==> src/rtl/nes_loader_pkg.sv <==
// Shared constants and types for the flash-to-loader NES image streamer.
// The FSM state encoding is kept as plain constants for legacy tools.
package nes_loader_pkg;

    localparam logic [7:0] SPI_CMD_READ = 8'h03;

    localparam logic [2:0] ST_IDLE   = 3'd0;
    localparam logic [2:0] ST_CMD    = 3'd1;
    localparam logic [2:0] ST_ADDR   = 3'd2;
    localparam logic [2:0] ST_DATA   = 3'd3;
    localparam logic [2:0] ST_FINISH = 3'd4;

    typedef logic [2:0]  state_t;
    typedef logic [21:0] len_t;

endpackage

==> src/rtl/spi_byte_engine.sv <==
// SPI mode-0 byte shifter: generates SCK and moves one byte each way per load.
// A load on the closing edge of a byte chains the next byte with no gap.
module spi_byte_engine
    import nes_loader_pkg::*;
#(
    parameter int CLK_DIV = 2
) (
    input  logic       clk,
    input  logic       reset_n,
    input  logic       load,
    input  logic       kill,
    input  logic [7:0] tx_byte,
    input  logic       spi_miso,
    output logic       spi_clk,
    output logic       spi_mosi,
    output logic       rx_done,
    output logic [7:0] rx_next,
    output logic       byte_done
);

    localparam logic [3:0] DIV_LAST = 4'(CLK_DIV - 1);

    logic       active;
    logic [3:0] div_cnt;
    logic [2:0] bit_cnt;
    logic [7:0] tx_sh;
    logic [7:0] rx_sh;
    logic       tick;
    logic       last_bit;

    assign tick      = (div_cnt == DIV_LAST);
    assign last_bit  = (bit_cnt == 3'd7);
    assign rx_next   = {rx_sh[6:0], spi_miso};
    assign rx_done   = active & tick & ~spi_clk & last_bit;
    assign byte_done = active & tick & spi_clk & last_bit;

    always_ff @(posedge clk) begin
        if (!reset_n || kill) begin
            active   <= 1'b0;
            div_cnt  <= '0;
            bit_cnt  <= '0;
            tx_sh    <= '0;
            rx_sh    <= '0;
            spi_clk  <= 1'b0;
            spi_mosi <= 1'b0;
        end else if (load) begin
            active   <= 1'b1;
            div_cnt  <= '0;
            bit_cnt  <= '0;
            tx_sh    <= tx_byte;
            spi_mosi <= tx_byte[7];
            spi_clk  <= 1'b0;
        end else if (active) begin
            if (tick) begin
                div_cnt <= '0;
                if (!spi_clk) begin
                    // MISO is sampled on the same edge that raises SCK
                    spi_clk <= 1'b1;
                    rx_sh   <= rx_next;
                end else begin
                    spi_clk <= 1'b0;
                    if (last_bit) begin
                        active   <= 1'b0;
                        spi_mosi <= 1'b0;
                    end else begin
                        bit_cnt  <= bit_cnt + 3'd1;
                        tx_sh    <= {tx_sh[6:0], 1'b0};
                        spi_mosi <= tx_sh[6];
                    end
                end
            end else begin
                div_cnt <= div_cnt + 4'd1;
            end
        end
    end

endmodule

==> src/rtl/rom_flash_streamer.sv <==
// Streams an iNES image out of SPI flash (READ 03h) into the game loader.
// Sequences the byte engine through command, address and data phases.
module rom_flash_streamer
    import nes_loader_pkg::*;
#(
    parameter int CLK_DIV = 2
) (
    input  logic        clk,
    input  logic        reset_n,
    input  logic        start,
    input  logic        abort,
    input  logic [23:0] base_addr,
    input  logic [21:0] length,
    input  logic        spi_miso,
    output logic        spi_clk,
    output logic        spi_mosi,
    output logic        spi_cs_n,
    output logic [7:0]  dl_data,
    output logic        dl_wr,
    output logic        dl_on,
    output logic        busy,
    output logic        done
);

    state_t      state;
    logic [23:0] addr_q;
    len_t        cnt;
    logic [1:0]  addr_idx;

    logic       eng_load;
    logic       eng_kill;
    logic [7:0] eng_tx;
    logic       rx_done;
    logic [7:0] rx_next;
    logic       byte_done;
    logic       last_byte;

    assign last_byte = (cnt == '0);

    always_comb begin
        eng_load = 1'b0;
        eng_kill = 1'b0;
        eng_tx   = 8'h00;
        case (state)
            ST_IDLE: begin
                eng_load = start && (length != '0);
                eng_tx   = SPI_CMD_READ;
            end
            ST_CMD: begin
                eng_kill = abort;
                eng_load = !abort && byte_done;
                eng_tx   = addr_q[23:16];
            end
            ST_ADDR: begin
                eng_kill = abort;
                eng_load = !abort && byte_done;
                eng_tx   = (addr_idx == 2'd2) ? 8'h00 : addr_q[23:16];
            end
            ST_DATA: begin
                eng_kill = abort || (byte_done && last_byte);
                eng_load = !abort && byte_done && !last_byte;
            end
            default: eng_kill = 1'b1;
        endcase
    end

    always_ff @(posedge clk) begin
        if (!reset_n) begin
            state    <= ST_IDLE;
            addr_q   <= '0;
            cnt      <= '0;
            addr_idx <= '0;
            spi_cs_n <= 1'b1;
            dl_data  <= '0;
            dl_wr    <= 1'b0;
            dl_on    <= 1'b0;
            busy     <= 1'b0;
            done     <= 1'b0;
        end else begin
            dl_wr <= 1'b0;
            done  <= 1'b0;
            case (state)
                ST_IDLE: begin
                    if (start) begin
                        addr_q   <= base_addr;
                        cnt      <= length;
                        addr_idx <= '0;
                        if (length == '0) begin
                            state <= ST_FINISH;
                            done  <= 1'b1;
                        end else begin
                            state    <= ST_CMD;
                            spi_cs_n <= 1'b0;
                            dl_on    <= 1'b1;
                            busy     <= 1'b1;
                        end
                    end
                end
                ST_CMD, ST_ADDR: begin
                    if (abort) begin
                        state    <= ST_IDLE;
                        spi_cs_n <= 1'b1;
                        dl_on    <= 1'b0;
                        busy     <= 1'b0;
                    end else if (byte_done) begin
                        addr_q <= {addr_q[15:0], 8'h00};
                        if (state == ST_CMD) begin
                            state <= ST_ADDR;
                        end else if (addr_idx == 2'd2) begin
                            state <= ST_DATA;
                        end else begin
                            addr_idx <= addr_idx + 2'd1;
                        end
                    end
                end
                ST_DATA: begin
                    if (abort) begin
                        state    <= ST_IDLE;
                        spi_cs_n <= 1'b1;
                        dl_on    <= 1'b0;
                        busy     <= 1'b0;
                    end else begin
                        if (rx_done) begin
                            dl_data <= rx_next;
                            dl_wr   <= 1'b1;
                            cnt     <= cnt - 22'd1;
                        end
                        // count already reflects this byte's dl_wr
                        if (byte_done && last_byte) begin
                            state    <= ST_FINISH;
                            spi_cs_n <= 1'b1;
                            dl_on    <= 1'b0;
                            busy     <= 1'b0;
                            done     <= 1'b1;
                        end
                    end
                end
                default: state <= ST_IDLE;
            endcase
        end
    end

    spi_byte_engine #(
        .CLK_DIV (CLK_DIV)
    ) u_engine (
        .clk       (clk),
        .reset_n   (reset_n),
        .load      (eng_load),
        .kill      (eng_kill),
        .tx_byte   (eng_tx),
        .spi_miso  (spi_miso),
        .spi_clk   (spi_clk),
        .spi_mosi  (spi_mosi),
        .rx_done   (rx_done),
        .rx_next   (rx_next),
        .byte_done (byte_done)
    );

endmodule

==> config.mk <==
export PLATFORM = sky130hd
export DESIGN_NAME = rom_flash_streamer
export DESIGN_NICKNAME = d
export VERILOG_FILES = /design/src/rtl/nes_loader_pkg.sv /design/src/rtl/spi_byte_engine.sv /design/src/rtl/rom_flash_streamer.sv
export SDC_FILE = /design/constraint.sdc
export NUM_CORES = 1
export LEC_CHECK = 0
export BUFFER_PORTS_ARGS = -buffer_cell sky130_fd_sc_hd__buf_2
export CAP_MARGIN = 20
export CORE_UTILIZATION = 51
export CTS_CLUSTER_DIAMETER = 200
export DETAILED_ROUTE_END_ITERATION = 10
export PLACE_DENSITY = 0.77
export SYNTH_ARGS = -nofsm -noshare
export SYNTH_HDL_FRONTEND = slang
export SYNTH_SLANG_ARGS = --single-unit
==> constraint.sdc <==
create_clock -name clk -period 2.3 [get_ports clk]
set_input_delay 0.23 -clock clk [delete_from_list [all_inputs] [get_ports clk]]
set_output_delay 0.23 -clock clk [all_outputs]
set_load 0.1 [all_outputs]
==> results of run 1 <==
==> final cells by class <==
cell class,instances,area share
flip-flops and latches,87,0.339
multi-input cells,422,0.479
repair buffers,96,0.116
clock inverters,6,0.00899
clock buffers,10,0.0248
well taps,105,0.0255
inverters,9,0.00656
==> power breakdown <==
group	switching [mW]	total [mW]	internal, mW
combinational	0.622	0.964	0.342
clock	0.558	0.956	0.398
sequential	0.0946	1.72	1.63
total	1.27	3.64	2.37
==> layout by cell type (no fill, tap or decap), drive strengths merged, types with 5 or more instances in the layout <==
master,Yosys,final
a31oi,6,6
or4,5,5
a21oi,66,66
o21ai,42,42
o221a,5,5
a211oi,5,5
nand3,21,21
nor4,10,10
dfxtp,87,87
and2,5,5
mux2,5,5
inv,8,9
buf,9,96
nand4,12,12
ha,5,5
o31ai,7,7
a311oi,18,18
clkbuf,33,10
nor2,38,38
nor3,21,21
nand2,92,92
o21a,7,7
==> per-stage QoR <==
step / area (um2) / worst slack (ps) / cells
finish: 5150 / 6.72 / 735
global route: 5150 / -62.7 / 735
CTS: 5110 / 2.36 / 735
detailed placement: 4920 / -11.5 / 719
global placement: 4920 / 44.1 / 719
floorplan: 4380 / -1.48 / 560
==> state kept, by name (all words and copies together) (netlist names), 2 cells and up <==
name,cells
addr_q,24
cnt,22
dl_data,8
u_engine.rx_sh,7
u_engine.tx_sh,7
u_engine.div_cnt,4
state,3
u_engine.bit_cnt,3
addr_idx,2
==> cell families (layout without fill, tap and decap cells) <==
logic type | count (synthesis) | in the layout
AND/OR/NAND/NOR | 223 | 223
multiplexers | 9 | 9
XOR/XNOR | 4 | 4
buffers and inverters | 51 | 121
AO/OA/AOI/OAI | 181 | 181
adder cells (fa/ha/maj) | 5 | 5
flip-flops | 87 | 87
==> routing by layer <==
| layer | share of wire | vias to the layer above | wire length (um) |
|---|---|---|---|
| met5 | 0 | - | 0 |
| met4 | 0.015 | 0 | 158 |
| met3 | 0.051 | 19 | 555 |
| met2 | 0.47 | 123 | 5050 |
| met1 | 0.47 | 2019 | 5090 |
| li1 | - | 2190 | - |
==> worst max-delay path, stage by stage (launching register included) <==
cell      delay, ps
dfxtp_2         340
or4b_4          570
or4_4           550
a211o_4         340
a221oi_4        300
a311oi_1         70
==> timing repair <==
| action | CTS | global route |
|---|---|---|
| endpoints found under the setup margin | 1 | 32 |
| resized for setup | 2 | 8 |
| endpoints found under the hold margin | 0 | 0 |
| buffers inserted | 0 | 0 |
| hold buffers | 0 | 0 |
| pin swaps | 0 | 1 |
==> how the worst max path moves through the flow <==
stage	end	slack, ps	from
2_1_floorplan	u_engine.tx_sh[1]	-1	u_engine.div_cnt[3]
3_3_place_gp	addr_idx[0]	40	u_engine.div_cnt[3]
3_5_place_dp	u_engine.tx_sh[1]	-10	u_engine.div_cnt[3]
4_1_cts	u_engine.tx_sh[1]	2	u_engine.div_cnt[0]
5_1_grt	u_engine.tx_sh[1]	-60	u_engine.div_cnt[3]
6_report	u_engine.tx_sh[1]	7	u_engine.div_cnt[3]
==> cell usage after synthesis, types with 3 or more instances <==
library cell / number / area (um2)
o21a_1: 7 / 52.6
buf_2: 6 / 30.0
o41ai_1: 3 / 26.3
nand2b_1: 3 / 18.8
nand4_1: 12 / 75.1
nand2_1: 92 / 345
nor2_1: 38 / 143
nand3_1: 20 / 100
or4_1: 4 / 30.0
o31ai_1: 7 / 52.6
or3_1: 3 / 18.8
dfxtp_1: 87 / 1740
mux2_2: 5 / 56.3
ha_1: 5 / 62.6
a21oi_1: 66 / 330
a41oi_1: 3 / 26.3
nor3_1: 19 / 95.1
a311oi_1: 18 / 158
mux2i_1: 4 / 40.0
o311ai_0: 4 / 35.0
a31oi_1: 6 / 37.5
nor4_1: 9 / 56.3
and2_1: 5 / 31.3
clkbuf_1: 33 / 124
a211oi_1: 5 / 37.5
o21ai_0: 40 / 200
o221a_2: 5 / 56.3
inv_1: 8 / 30.0
==> summary.md, run 1 <==
| Metric | Value |
|---|---|
| Hold Violations, Final | 0 |
| Synth Area in Compound Gates | 0.265 |
| Netlist cell types | 60 |
| Adder-cell share of the synthesized area | 0.0143 |
| Later-pin clock latency in the skew report | approximately 360 ps |
| Port bufs | 65 |
| Crit Path Max Fanout | 5 |
| # diodes | 0 |
| Final Hold Slack | between 100 and 150 ps |
| Most used DFF post-synth | dfxtp_1 |
| Clock-pin slew on the worst setup and hold paths | approximately 90 ps |
| Die area | ~8900 um2 |
| Total of max-cap violations | 0 |
| Gr ovfl total | 0 |
| Worst r2r dst | u_engine.tx_sh[1] |
| Standard-cell rows | 33 |
| Slew headroom | 0.666 |
| Routing usage on met2 | 0.429 |
| Fill count | roughly 730 |
| RSZ-0062 raised after global routing | true |
| Worst Hold Launch | spi_miso |
| WP data required | between 2000 and 3000 ps |
| Critical path class | reg2reg |
| Post-synthesis simple-gate area fraction | 0.244 |
| Clk_skew | 9.09 ps |
| Status | finished, final reports clean |
| Max Transition Viols Final | 0 |
| Area Overhead vs Synth | 17.7% |
| Setup-failing EPs final | 0 |
| Met3 GRT Util | 0.0475 |
| Sequential-to-total area share from yosys stat | 0.398 |
| FF-to-FF Start | u_engine.div_cnt[3] |
| Largest net degree at the start of global routing | 36 |
| TNS Setup | 0 ps |
| Share of cells above drive strength 1 | 0.221 |
| Hold Path Depth | 3 |
| Total power | 3.64 mW |
| H-tree levels | 3 |
| Number of synthesized flops with an enable pin | 0 |
| Core Area | around 8300 um2 |
| R2r setup slk | roughly 6.7 ps |
| Post-synthesis xor/xnor area fraction | 0.00801 |
| CTS tree | yes |
| Post-layout util | 0.623 |
| Area of the multi-input gates | between 2000 and 2500 um2 |
| Final ANT Viol Nets | 0 |
| Top Usage Layer GRT | met2 |
| Crit end category | flip-flop |
| Top-Level Pins | 66 |
| Via/cell ratio | slightly below 6 |
| CTS Root Cell | clkbuf_8 |
| Syn nets | around 620 |
| Synthesized area | between 4000 and 5000 um2 |
| CTS buffer count | 9 |
| Tcrit/Tclk final | 0.997 |
| Layout Nets | between 600 and 700 |
| Avg Inst Size Synth | approximately 7.8 um2 |
| First-pass GRT wire length | 18.5 mm |
| Fmax | 436 MHz |
| Hold EP | dl_data[0] |
| #FFs+latches synth | 87 |
| Number of global-route vias before repair | 4127 |
| CP arrival | 2520 ps |
| Pre-antenna DRT Iters | 5 |
| YS warnings | 0 |
| Mux cell area share after synthesis | 0.0220 |
| Storage cell area | approximately 1700 um2 |
| Initial DRC count | roughly 320 |
| Post-DP HPWL | 7.62 mm |
| Pwr Density | a little over 700 nW/um2 |
| Post-Route WL | 10.9 mm |
| Max VDD drop | 302 uV |
| Gr usage total | 0.259 |
| Cells after Synth | 560 |
| Die width | about 95 um |
| Hold/Removal Path Class | in2reg |
| Post-synthesis async set-or-reset flop share | 0 |
| Met1 GRT Util | 0.344 |
| Die Y | 94.6 um |
| Final Wtd Congestion | between 0.8 and 0.9 |
| CTS max path bufs | 2 |
| Drt drc | 0 |
| Crit start category | flip-flop |
| LEAKAGE | roughly 1.9 nW |
| Starting Density | 0.529 |
| Clk sink count | 87 |
| Worst Tran Pin Value | slightly below 500 ps |
| Drt wl/cell | between 10 and 15 um |
| Final min period | between 2000 and 2500 ps |
| Vias | approximately 4400 |
| Worst reg-to-reg path cell count | 5 |
| Initial antenna violation count | 0 |
| Largest family of logic cells by synthesized area | compound AO/OA/AOI/OAI gates |
Note: power is estimated with default switching activity, not from simulation.
==> inputs of run 2 (changes only) <==
CORE_UTILIZATION = 61   (was 51)
PLACE_DENSITY = 0.86   (was 0.77)
RECOVER_POWER = 50   (was unset)
clock period = 2.75 ns   (was 2.3 ns; I/O delays follow)
==> summary.md, run 2 (same netlist as run 1, synthesis figures left out) <==
| Metric | Value |
|---|---|
| Status | finished, final reports clean |
| Clk sink count | 87 |
| First-pass GRT wire length | 17.8 mm |
| Hold Violations, Final | 0 |
| Fin area | between 4000 and 5000 um2 |
| Clock-pin slew on the worst setup and hold paths | about 80 ps |
| Worst path slowest cell | or4b_1 |
| R2r setup slk | 160 ps |
| Switching Share | 0.326 |
| Total of max-cap violations | 0 |
| Via/cell ratio | 6.19 |
| Most frequent cells in the layout | 92 x nand2_1, 87 x dfxtp_1, 66 x a21oi_1 |
| Drt wl/cell | between 15 and 20 um |
| CTS resizes | 0 |
| Final Hold Slack | 170 ps |
| Placed cell count | approximately 700 |
| Final ANT Viol Nets | 0 |
| H-tree levels | 3 |
| Top-Level Pins | 66 |
| Post-DP HPWL | approximately 7.6 mm |
| Drt drc | 0 |
| Vias | 4403 |
| Fmax | about 390 MHz |
| Die Y | 86.7 um |
| Pre-antenna DRT Iters | 5 |
| Most flops, register | addr_q |
| CP max stage delay | 640 ps |
| WP data required | roughly 3000 ps |
| Max reg flops | 24 |
| Internal power | approximately 2.1 mW |
| CTS tree | yes |
| Die width | 86.7 um |
| CTS buffer count | 9 |
| Worst r2r dst | u_engine.tx_sh[1] |
| Standard-cell rows | 30 |
| Crit Path Max Fanout | 10 |
| Area Overhead vs Synth | 13.1% |
| Hold/Removal Path Class | in2reg |
| Flop pwr share | 0.464 |
| Hold Path Depth | 3 |
| Core Area | approximately 7000 um2 |
| Cell Chain, Critical Path | or4b_1 > or4_4 > a211o_1 > a221oi_2 > a311oi_1 |
| Critical path class | reg2reg |
| # diodes | 0 |
| Gr usage total | 0.297 |
| Hold buffer count at cts | 0 |
| Max Transition Viols Final | 0 |
| Slew headroom | 0.226 |
| Layout Nets | approximately 670 |
| Gr ovfl total | 0 |
| RSZ-0062 raised after global routing | false |
| Share of cells above drive strength 1 | 0.163 |
| Starting Density | 0.636 |
| Largest net degree at the start of global routing | 38 |
| TNS Setup | 0 ps |
| Initial DRC count | between 300 and 400 |
| Number of global-route vias before repair | roughly 4000 |
| Port bufs | 65 |
| Psw | 1.02 mW |
| Final Wtd Congestion | 0.847 |
| LEAKAGE | between 1.5 and 2 nW |
| Worst Hold Launch | spi_miso |
| Die area | about 7500 um2 |
| Max VDD drop | between 300 and 400 uV |
| Postcts setup bufs | 0 |
| Worst reg-to-reg path cell count | 5 |
| Most common cell after layout, fill and taps aside | nand2_1 |
| Comb power frac | 0.238 |
| Top Registers | addr_q (24), cnt (22), dl_data (8) |
| CTS max path bufs | 2 |
| Tcrit/Tclk final | 0.943 |
| Crit end category | flip-flop |
| Fin cells | 711 |
| Pwr Density | ~630 nW/um2 |
| Clk_skew | 10.1 ps |
| Crit start category | flip-flop |
| Later-pin clock latency in the skew report | ~350 ps |
| CTS Root Cell | clkbuf_8 |
| Setup-failing EPs final | 0 |
| DP Area | approximately 4800 um2 |
| Clock power share | 0.298 |
| Hold EP | dl_data[0] |
| Final min period | 2590 ps |
| FF-to-FF Start | u_engine.div_cnt[0] |
| Post-Route WL | 11.0 mm |
| CP arrival | 2820 ps |
| Worst Tran Pin Value | 1170 ps |
| Initial antenna violation count | 0 |
-- run 2: changes by cell type in the layout (fill, tap and decap cells not counted), moves of 2 or more --
cell       delta
and2_0        +2
and2_1        -2
buf_12        -3
buf_2        -15
buf_4        -12
bufinv_16     +2
clkbuf_1     +17
clkinv_4      -2
dfxtp_1       +3
dfxtp_2       -3
-- run 2: worst max-delay path: cells and delay by family, from the launching register on --
| kind | cells | cell delay (ps) |
|---|---|---|
| AOI/OAI and AO/OA | 3 | 840 |
| and+or+nand+nor | 2 | 1220 |
| DFF | 1 | 410 |
-- run 2: layer usage --
metal / vias up / share of wire / track usage
li1: 2165 / - / -
met1: 2031 / 0.44 / 0.379
met2: 173 / 0.48 / 0.499
met3: 34 / 0.055 / 0.0410
met4: 0 / 0.026 / 0.135
met5: - / 0 / 0
-- run 2: area by class of cell --
class / count / area (um2)
Multi-Input combinational cell: 422 / 2410
Fill cell: 583 / 1930
Sequential cell: 87 / 1740
Timing Repair Buffer: 83 / 432
Clock buffer: 10 / 128
Tap cell: 96 / 120
Clock inverter: 4 / 72.6
Inverter: 9 / 33.8
-- run 2: worst max path at each step --
stage / to / start / depth (start not counted) / slack, ps
finish: u_engine.tx_sh[1] / u_engine.div_cnt[0] / 5 / 160
global route: u_engine.tx_sh[5] / cnt[16] / 5 / 30
CTS: u_engine.tx_sh[1] / u_engine.div_cnt[0] / 5 / 140
detailed placement: u_engine.tx_sh[1] / u_engine.div_cnt[0] / 5 / 160
global placement: u_engine.tx_sh[1] / u_engine.div_cnt[3] / 5 / 230
floorplan: u_engine.tx_sh[1] / u_engine.spi_clk / 6 / 110
-- run 2: stage by stage --
| step | util | total power, mW | setup WS [ps] |
|---|---|---|---|
| after floorplan | - | 2.00 | 113 |
| final | 0.719 | 3.12 | 157 |
| after global routing | 0.719 | 3.27 | 25.2 |
| after detailed placement | 0.694 | 2.21 | 157 |
| after global placement | 0.694 | 2.17 | 231 |
| after CTS | 0.723 | 3.12 | 139 |
-- run 2: power by group through the flow --
stage	combinational (mW)	sequential [mW]	clock, mW
5_1_grt	0.815	1.46	0.991
6_report	0.742	1.45	0.930
2_1_floorplan	0.516	1.48	0
3_5_place_dp	0.732	1.47	0
4_1_cts	0.736	1.45	0.936
3_3_place_gp	0.706	1.47	0
